$ cat config.mk
export PLATFORM = sky130hd
export DESIGN_NAME = metronome_player
export DESIGN_NICKNAME = d
export VERILOG_FILES = /design/src/rtl/synth_pkg.sv /design/src/rtl/metronome_player_beat_counter.sv /design/src/rtl/metronome_player.sv
export SDC_FILE = /design/constraint.sdc
export NUM_CORES = 1
export LEC_CHECK = 0
export ABC_AREA = 1
export CORE_MARGIN = 2
export CORE_UTILIZATION = 59
export CTS_BUF_LIST = sky130_fd_sc_hd__clkbuf_4 sky130_fd_sc_hd__clkbuf_8
export DETAILED_ROUTE_END_ITERATION = 10
export GPL_ROUTABILITY_DRIVEN = 0
export GPL_TIMING_DRIVEN = 0
export HOLD_SLACK_MARGIN = 0.1
export PLACE_DENSITY_LB_ADDON = 0.1
export SYNTH_ARGS = -nofsm -noshare
export SYNTH_HDL_FRONTEND = slang
export SYNTH_HIERARCHICAL = 1
export SYNTH_SLANG_ARGS = --single-unit
export TNS_END_PERCENT = 10
$ cat constraint.sdc
create_clock -name clk -period 6 [get_ports clk]
set_clock_uncertainty 0.05 [all_clocks]
set_input_delay 1.2 -clock clk [delete_from_list [all_inputs] [get_ports clk]]
set_output_delay 1.2 -clock clk [all_outputs]
set_load 0.005 [all_outputs]
$ cat src/rtl/synth_pkg.sv
// ============================================================================
//  synth_pkg
//  Shared types, constants and helpers for the synthesizer sample path.
//  Revision: 1.0
// ============================================================================
`default_nettype none

package synth_pkg;

    typedef enum logic [1:0] {
        IDLE    = 2'd0,
        FETCH   = 2'd1,
        WAIT    = 2'd2,
        CAPTURE = 2'd3
    } play_state_t;

    localparam int ROM_LATENCY = 1;

    // Offset-binary to two's complement: flipping the MSB subtracts 2**(w-1) modulo 2**w.
    function automatic logic [31:0] ob_to_signed(input logic [31:0] v, input int w);
        return v ^ (32'd1 << (w - 1));
    endfunction

endpackage

`default_nettype wire

$ cat src/rtl/metronome_player_beat_counter.sv
// ============================================================================
//  beat_counter
//  Counts sample ticks into beats at a programmable period and tracks bar position.
//  Revision: 1.0
// ============================================================================
`default_nettype none

module beat_counter
    import synth_pkg::*;
#(
    parameter int PERIOD_W = 20
) (
    input  logic                clk,
    input  logic                reset_n,
    input  logic                tick,
    input  logic                active,
    input  logic [PERIOD_W-1:0] beat_period,
    input  logic [2:0]          beats_per_bar,
    output logic                fire,
    output logic                beat,
    output logic [2:0]          beat_index
);

    logic [PERIOD_W-1:0] r_count;
    logic                r_armed;
    logic                w_last;
    logic [2:0]          w_bar_last;
    logic [2:0]          w_next_index;

    // Comparing with >= lets a shortened period take effect on the very next tick.
    assign w_last       = (r_count >= (beat_period - PERIOD_W'(1)));
    assign fire         = tick && active && (r_armed || w_last);
    assign w_bar_last   = (beats_per_bar == 3'd0) ? 3'd0 : (beats_per_bar - 3'd1);
    assign w_next_index = r_armed ? 3'd0 :
                          ((beat_index >= w_bar_last) ? 3'd0 : (beat_index + 3'd1));

    always_ff @(posedge clk) begin
        if (!reset_n) begin
            r_count    <= '0;
            r_armed    <= 1'b1;
            beat       <= 1'b0;
            beat_index <= 3'd0;
        end else if (!active) begin
            r_count    <= '0;
            r_armed    <= 1'b1;
            beat       <= 1'b0;
            beat_index <= 3'd0;
        end else begin
            beat <= fire;
            if (tick) begin
                if (fire) begin
                    r_count    <= '0;
                    r_armed    <= 1'b0;
                    beat_index <= w_next_index;
                end else begin
                    r_count <= r_count + PERIOD_W'(1);
                end
            end
        end
    end

endmodule

`default_nettype wire

$ cat src/rtl/metronome_player.sv
// ============================================================================
//  metronome_player
//  Beat generation plus click ROM playback into a signed, volume-scaled sample.
//  Optional feature macro: ACCENT_EN (downbeat click doubled with saturation).
//  Revision: 1.0
// ============================================================================
`default_nettype none

module metronome_player
    import synth_pkg::*;
#(
    parameter  int DATA_WIDTH = 8,
    parameter  int ADDR_WIDTH = 14,
    parameter  int CLICK_LEN  = 16384,
    parameter  int PERIOD_W   = 20,
    localparam int OUT_W      = DATA_WIDTH + 8
) (
    input  logic                    clk,
    input  logic                    reset_n,
    input  logic                    enable,
    input  logic                    sample_tick,
    input  logic [PERIOD_W-1:0]     beat_period,
    input  logic [7:0]              volume,
    input  logic [2:0]              beats_per_bar,
    output logic [ADDR_WIDTH-1:0]   rom_addr,
    input  logic [DATA_WIDTH-1:0]   rom_q,
    output logic signed [OUT_W-1:0] sample_out,
    output logic                    sample_valid,
    output logic                    beat,
    output logic [2:0]              beat_index
);

    localparam logic [ADDR_WIDTH-1:0] c_last_pos = ADDR_WIDTH'(CLICK_LEN - 1);

    play_state_t             r_state;
    play_state_t             w_next;
    logic                    w_active;
    logic                    w_fire;
    logic                    w_start;
    logic                    r_playing;
    logic                    r_fetch_play;
    logic [ADDR_WIDTH-1:0]   r_pos;
    logic [ADDR_WIDTH-1:0]   w_fetch_pos;
    logic signed [DATA_WIDTH-1:0] w_centered;
    logic signed [OUT_W-1:0] w_cent_ext;
    logic signed [OUT_W-1:0] w_vol_ext;
    logic signed [OUT_W-1:0] w_product;
    logic signed [OUT_W-1:0] w_scaled;

    assign w_active = enable && (beat_period != '0);
    assign w_start  = (r_state == IDLE) && sample_tick;

    beat_counter #(
        .PERIOD_W (PERIOD_W)
    ) u_beat_counter (
        .clk           (clk),
        .reset_n       (reset_n),
        .tick          (sample_tick),
        .active        (w_active),
        .beat_period   (beat_period),
        .beats_per_bar (beats_per_bar),
        .fire          (w_fire),
        .beat          (beat),
        .beat_index    (beat_index)
    );

    always_ff @(posedge clk) begin
        if (!reset_n) begin
            r_state <= IDLE;
        end else begin
            r_state <= w_next;
        end
    end

    always_comb begin
        w_next = r_state;
        case (r_state)
            IDLE:    if (sample_tick) w_next = FETCH;
            FETCH:   w_next = WAIT;
            WAIT:    w_next = CAPTURE;
            CAPTURE: w_next = IDLE;
            default: w_next = IDLE;
        endcase
    end

    assign w_centered = DATA_WIDTH'(ob_to_signed(32'(rom_q), DATA_WIDTH));
    assign w_cent_ext = {{(OUT_W - DATA_WIDTH){w_centered[DATA_WIDTH-1]}}, w_centered};
    assign w_vol_ext  = {{(OUT_W - 8){1'b0}}, volume};
    assign w_product  = w_cent_ext * w_vol_ext;

`ifdef ACCENT_EN
    localparam logic [OUT_W-1:0] c_sat_max = {1'b0, {(OUT_W - 1){1'b1}}};
    localparam logic [OUT_W-1:0] c_sat_min = {1'b1, {(OUT_W - 1){1'b0}}};

    logic               r_accent;
    logic signed [OUT_W:0] w_doubled;

    // The registered beat pulse follows the trigger by one cycle, well before capture.
    always_ff @(posedge clk) begin
        if (!reset_n) begin
            r_accent <= 1'b0;
        end else if (beat) begin
            r_accent <= (beat_index == 3'd0);
        end
    end

    assign w_doubled = {w_product, 1'b0};

    always_comb begin
        w_scaled = w_product;
        if (r_accent) begin
            if (w_doubled[OUT_W] != w_doubled[OUT_W-1]) begin
                w_scaled = w_doubled[OUT_W] ? c_sat_min : c_sat_max;
            end else begin
                w_scaled = w_doubled[OUT_W-1:0];
            end
        end
    end
`else
    assign w_scaled = w_product;
`endif

    // A beat on this tick restarts the click, so its fetch uses address 0.
    assign w_fetch_pos = w_fire ? '0 : r_pos;

    always_ff @(posedge clk) begin
        if (!reset_n) begin
            rom_addr     <= '0;
            sample_out   <= '0;
            sample_valid <= 1'b0;
            r_playing    <= 1'b0;
            r_fetch_play <= 1'b0;
            r_pos        <= '0;
        end else begin
            sample_valid <= (r_state == CAPTURE);
            if (r_state == CAPTURE) begin
                sample_out <= r_fetch_play ? w_scaled : '0;
            end

            if (!w_active) begin
                r_playing    <= 1'b0;
                r_fetch_play <= 1'b0;
                r_pos        <= '0;
                if (w_start) begin
                    rom_addr <= '0;
                end
            end else if (w_start) begin
                if (w_fire || r_playing) begin
                    rom_addr     <= w_fetch_pos;
                    r_fetch_play <= 1'b1;
                    if (w_fetch_pos == c_last_pos) begin
                        r_playing <= 1'b0;
                        r_pos     <= '0;
                    end else begin
                        r_playing <= 1'b1;
                        r_pos     <= w_fetch_pos + ADDR_WIDTH'(1);
                    end
                end else begin
                    rom_addr     <= '0;
                    r_fetch_play <= 1'b0;
                end
            end else if (w_fire) begin
                r_playing <= 1'b1;
                r_pos     <= '0;
            end
        end
    end

endmodule

`default_nettype wire
==> flow_summary.json <==
{
  "post-route-min-period_ps": 5310,
  "dp.cells": 1216,
  "post-place-ws_ps": 308,
  "cp_max_fo": 9,
  "hold_path.class": "flip-flop to flip-flop",
  "finalCritPeriodShare": 0.886,
  "root_buffer": "clkbuf_8",
  "crit_slowest_cell": "clkdlybuf4s50_1",
  "antenna_found_initial": 0,
  "setup_tns_ps": 0,
  "power_density_nw_per_um2": 209,
  "dp_hpwl_um": 12100,
  "netlist_area_um2": 6900,
  "fp.dieH_um": 112,
  "drt.antenna.violating_nets": 0,
  "status": "completed",
  "yosysUniqueCellTypes": 42,
  "dr_total_vias": 6186,
  "postCtsHoldBufs": 0,
  "ys_seq_area_frac": 0.215,
  "num_rows": 39,
  "hold_violations": 0,
  "drc_errors": 0,
  "r2r_start": "u_beat_counter/r_count[13]",
  "tightest_slew_ps": 522,
  "ys_warn_count": 6,
  "cts_buffers": 9,
  "gr-total-overflow": 0,
  "layout-drive-gt1-share": 0.0615,
  "synthesis.nets": 1164,
  "syn2layout_area_growth_pct": 14.6,
  "arrival_ps": 5520,
  "grtUsageTotal": 0.247,
  "synthArstFlopShare": 0,
  "core-area_um2": 11400,
  "slowest_delay_ps": 440,
  "synth-simple-area-share": 0.314,
  "cts_setup_buffers": 0,
  "synth-edff-count": 0,
  "critPathRequiredTime_ps": 6200,
  "synth-main-ff-cell": "dfxtp_1",
  "maxSlewHeadroom": 0.652,
  "syn_inst": 1011,
  "antenna_cells": 0,
  "avgSynthCellArea_um2": 6.82,
  "wirelength_um": 14700,
  "dr.pass1.iters": 5,
  "yosys.area_share.adder": 0.240,
  "setup.worst_path.end_class": "flip-flop",
  "final_max_slew_viol_count": 0,
  "cts_tree": "done",
  "final_cells": 1232,
  "synth_compound_area_frac": 0.0582,
  "clk_latency_ps": 350,
  "drtIter0Drc": 264,
  "setup_slack_ps": 685,
  "cp-startpoint": "beat_period[0]",
  "grt_pass1_wl_um": 26100,
  "fp.dieW_um": 112,
  "via_per_inst": 5.02,
  "ctsResizeCount": 0,
  "crit_end": "r_pos[3]",
  "setup_violations": 0,
  "max_clock_freq_ghz": 0.188,
  "cts_max_path_buffers": 2,
  "dieArea_um2": 12600,
  "grt_max_degree": 16,
  "rrSetupSlack_ps": 2840,
  "p_leak_uw": 0.00398,
  "p_total_uw": 1650,
  "reg2reg_depth": 25,
  "ir_drop_mv": 0.145,
  "cts_sinks": 74,
  "rsz0062_at_grt": "no",
  "wl_per_cell_um": 12.0,
  "io_pins": 78,
  "hold_ws_ps": 418,
  "synth-xor-area-share": 0.0457,
  "ys_ff_latch": 74,
  "worst_setup_path_start_kind": "input port",
  "first_global_vias": 5819,
  "htree_levels": 3,
  "max_cap_viol_count": 0,
  "nets": 1237,
  "crit_top_cell": "nand2_1",
  "critPathKind": "input port to flip-flop",
  "synth_top_family_by_area": "simple AND/OR/NAND/NOR gates",
  "io_buffers": 62,
  "r2r_end": "r_pos[3]",
  "synth.area.mux_share": 0,
  "initial_utilization": 0.604,
  "clkTransAtPathRegs_ps": 80
}
## metal layers
layer	routed length, um	vias up	track usage
met5	0	-	0
met2	7080	123	0.429
met3	530	20	0.0259
met4	214	0	0.0740
li1	-	3246	-
met1	6910	2797	0.328
## per-stage QoR
step           utilization  cell area, um^2
5_1_grt              0.692             7900
2_1_floorplan            -             6900
4_1_cts              0.692             7900
3_3_place_gp         0.674             7690
6_report             0.692             7900
3_5_place_dp         0.674             7690
## flip-flops by register name, summed over array words and instances (netlist names)
name	cells
r_fetch_play	1
r_playing	1
r_pos	14
r_state	2
rom_addr	14
sample_out	16
sample_valid	1
u_beat_counter/beat	1
u_beat_counter/beat_index	3
u_beat_counter/r_armed	1
u_beat_counter/r_count	20
## synthesized netlist by cell type, types with 2 or more instances
cell        n  area (um^2)
nor2_4      5         56.3
nor4_1      2         12.5
ha_1       73          913
nand4_1     9         56.3
buf_6       2         22.5
xor2_1     28          245
nor3_1      9         45.0
inv_1     193          724
nand2_1   256          961
clkbuf_1   19         71.3
a21oi_1    39          195
a21o_1      2         15.0
nand3_1    56          280
nand2_4     4         45.0
o21ai_0    26          130
or2_2       3         18.8
nand3b_1    6         45.0
nor2_2     10         62.6
nand3_2     3         30.0
buf_2       5         25.0
nor2_1    112          420
fa_1       37          741
a211oi_1    2         15.0
inv_2       5         18.8
xnor2_1     8         70.1
dfxtp_1    74         1480
nand2_2     7         43.8
nor3_2      2         20.0
## critical path: cells and delay by family
kind / cells / cell delay (ps)
fa+ha+maj: 3 / 700
buf+inv: 6 / 1030
xor+xnor: 1 / 170
simple gates: 24 / 2400
## cells by family (layout without fill, tap and decap cells)
| group | after synthesis | in the layout |
|---|---|---|
| compound gates | 75 | 75 |
| xor+xnor | 36 | 36 |
| fa+ha+maj | 110 | 110 |
| buf+inv | 227 | 305 |
| flops | 74 | 74 |
| simple gates | 489 | 489 |
## placed cells by master (no fill, tap or decap), drive strengths merged, types with 2 or more instances in the layout
cell | Yosys | layout
nand4 | 10 | 10
xor2 | 28 | 28
dfxtp | 74 | 74
o21ai | 26 | 26
clkinv | 1 | 2
xnor2 | 8 | 8
nor2 | 127 | 127
nand3b | 7 | 7
clkbuf | 19 | 28
ha | 73 | 73
buf | 8 | 8
clkdlybuf4s50 | 0 | 62
fa | 37 | 37
inv | 199 | 203
a21oi | 39 | 39
nor3 | 12 | 12
or2 | 3 | 3
nor4 | 2 | 2
nand2 | 267 | 267
nand3 | 60 | 60
a211oi | 2 | 2
a21o | 2 | 2
## area by class of cell
class	instances	area, um^2
multi-input combinational	710	4530
fill	1042	3520
sequential	74	1480
inverter	200	758
timing repair buffer	62	621
tap	143	179
clock buffer	9	124
buffer	27	123
clock inverter	7	83.8
## worst min-delay path by stage
stage,startpoint,to,cells after the start
after detailed placement,rom_addr[9],rom_addr[9],2
after global placement,r_pos[13],r_pos[13],2
after CTS,rom_addr[9],rom_addr[9],2
after floorplan,r_pos[13],r_pos[13],2
final,rom_addr[9],rom_addr[9],2
after global routing,r_pos[11],r_pos[11],2
## power by group
part           internal (uW)  switching (uW)  total, uW  leakage [uW]
Combinational            268             466        734       0.00328
Clock                    200             206        406      0.000103
Sequential               503            8.49        511      0.000597
Total                    971             680       1650       0.00398
Power figures use the tool's default switching activity.
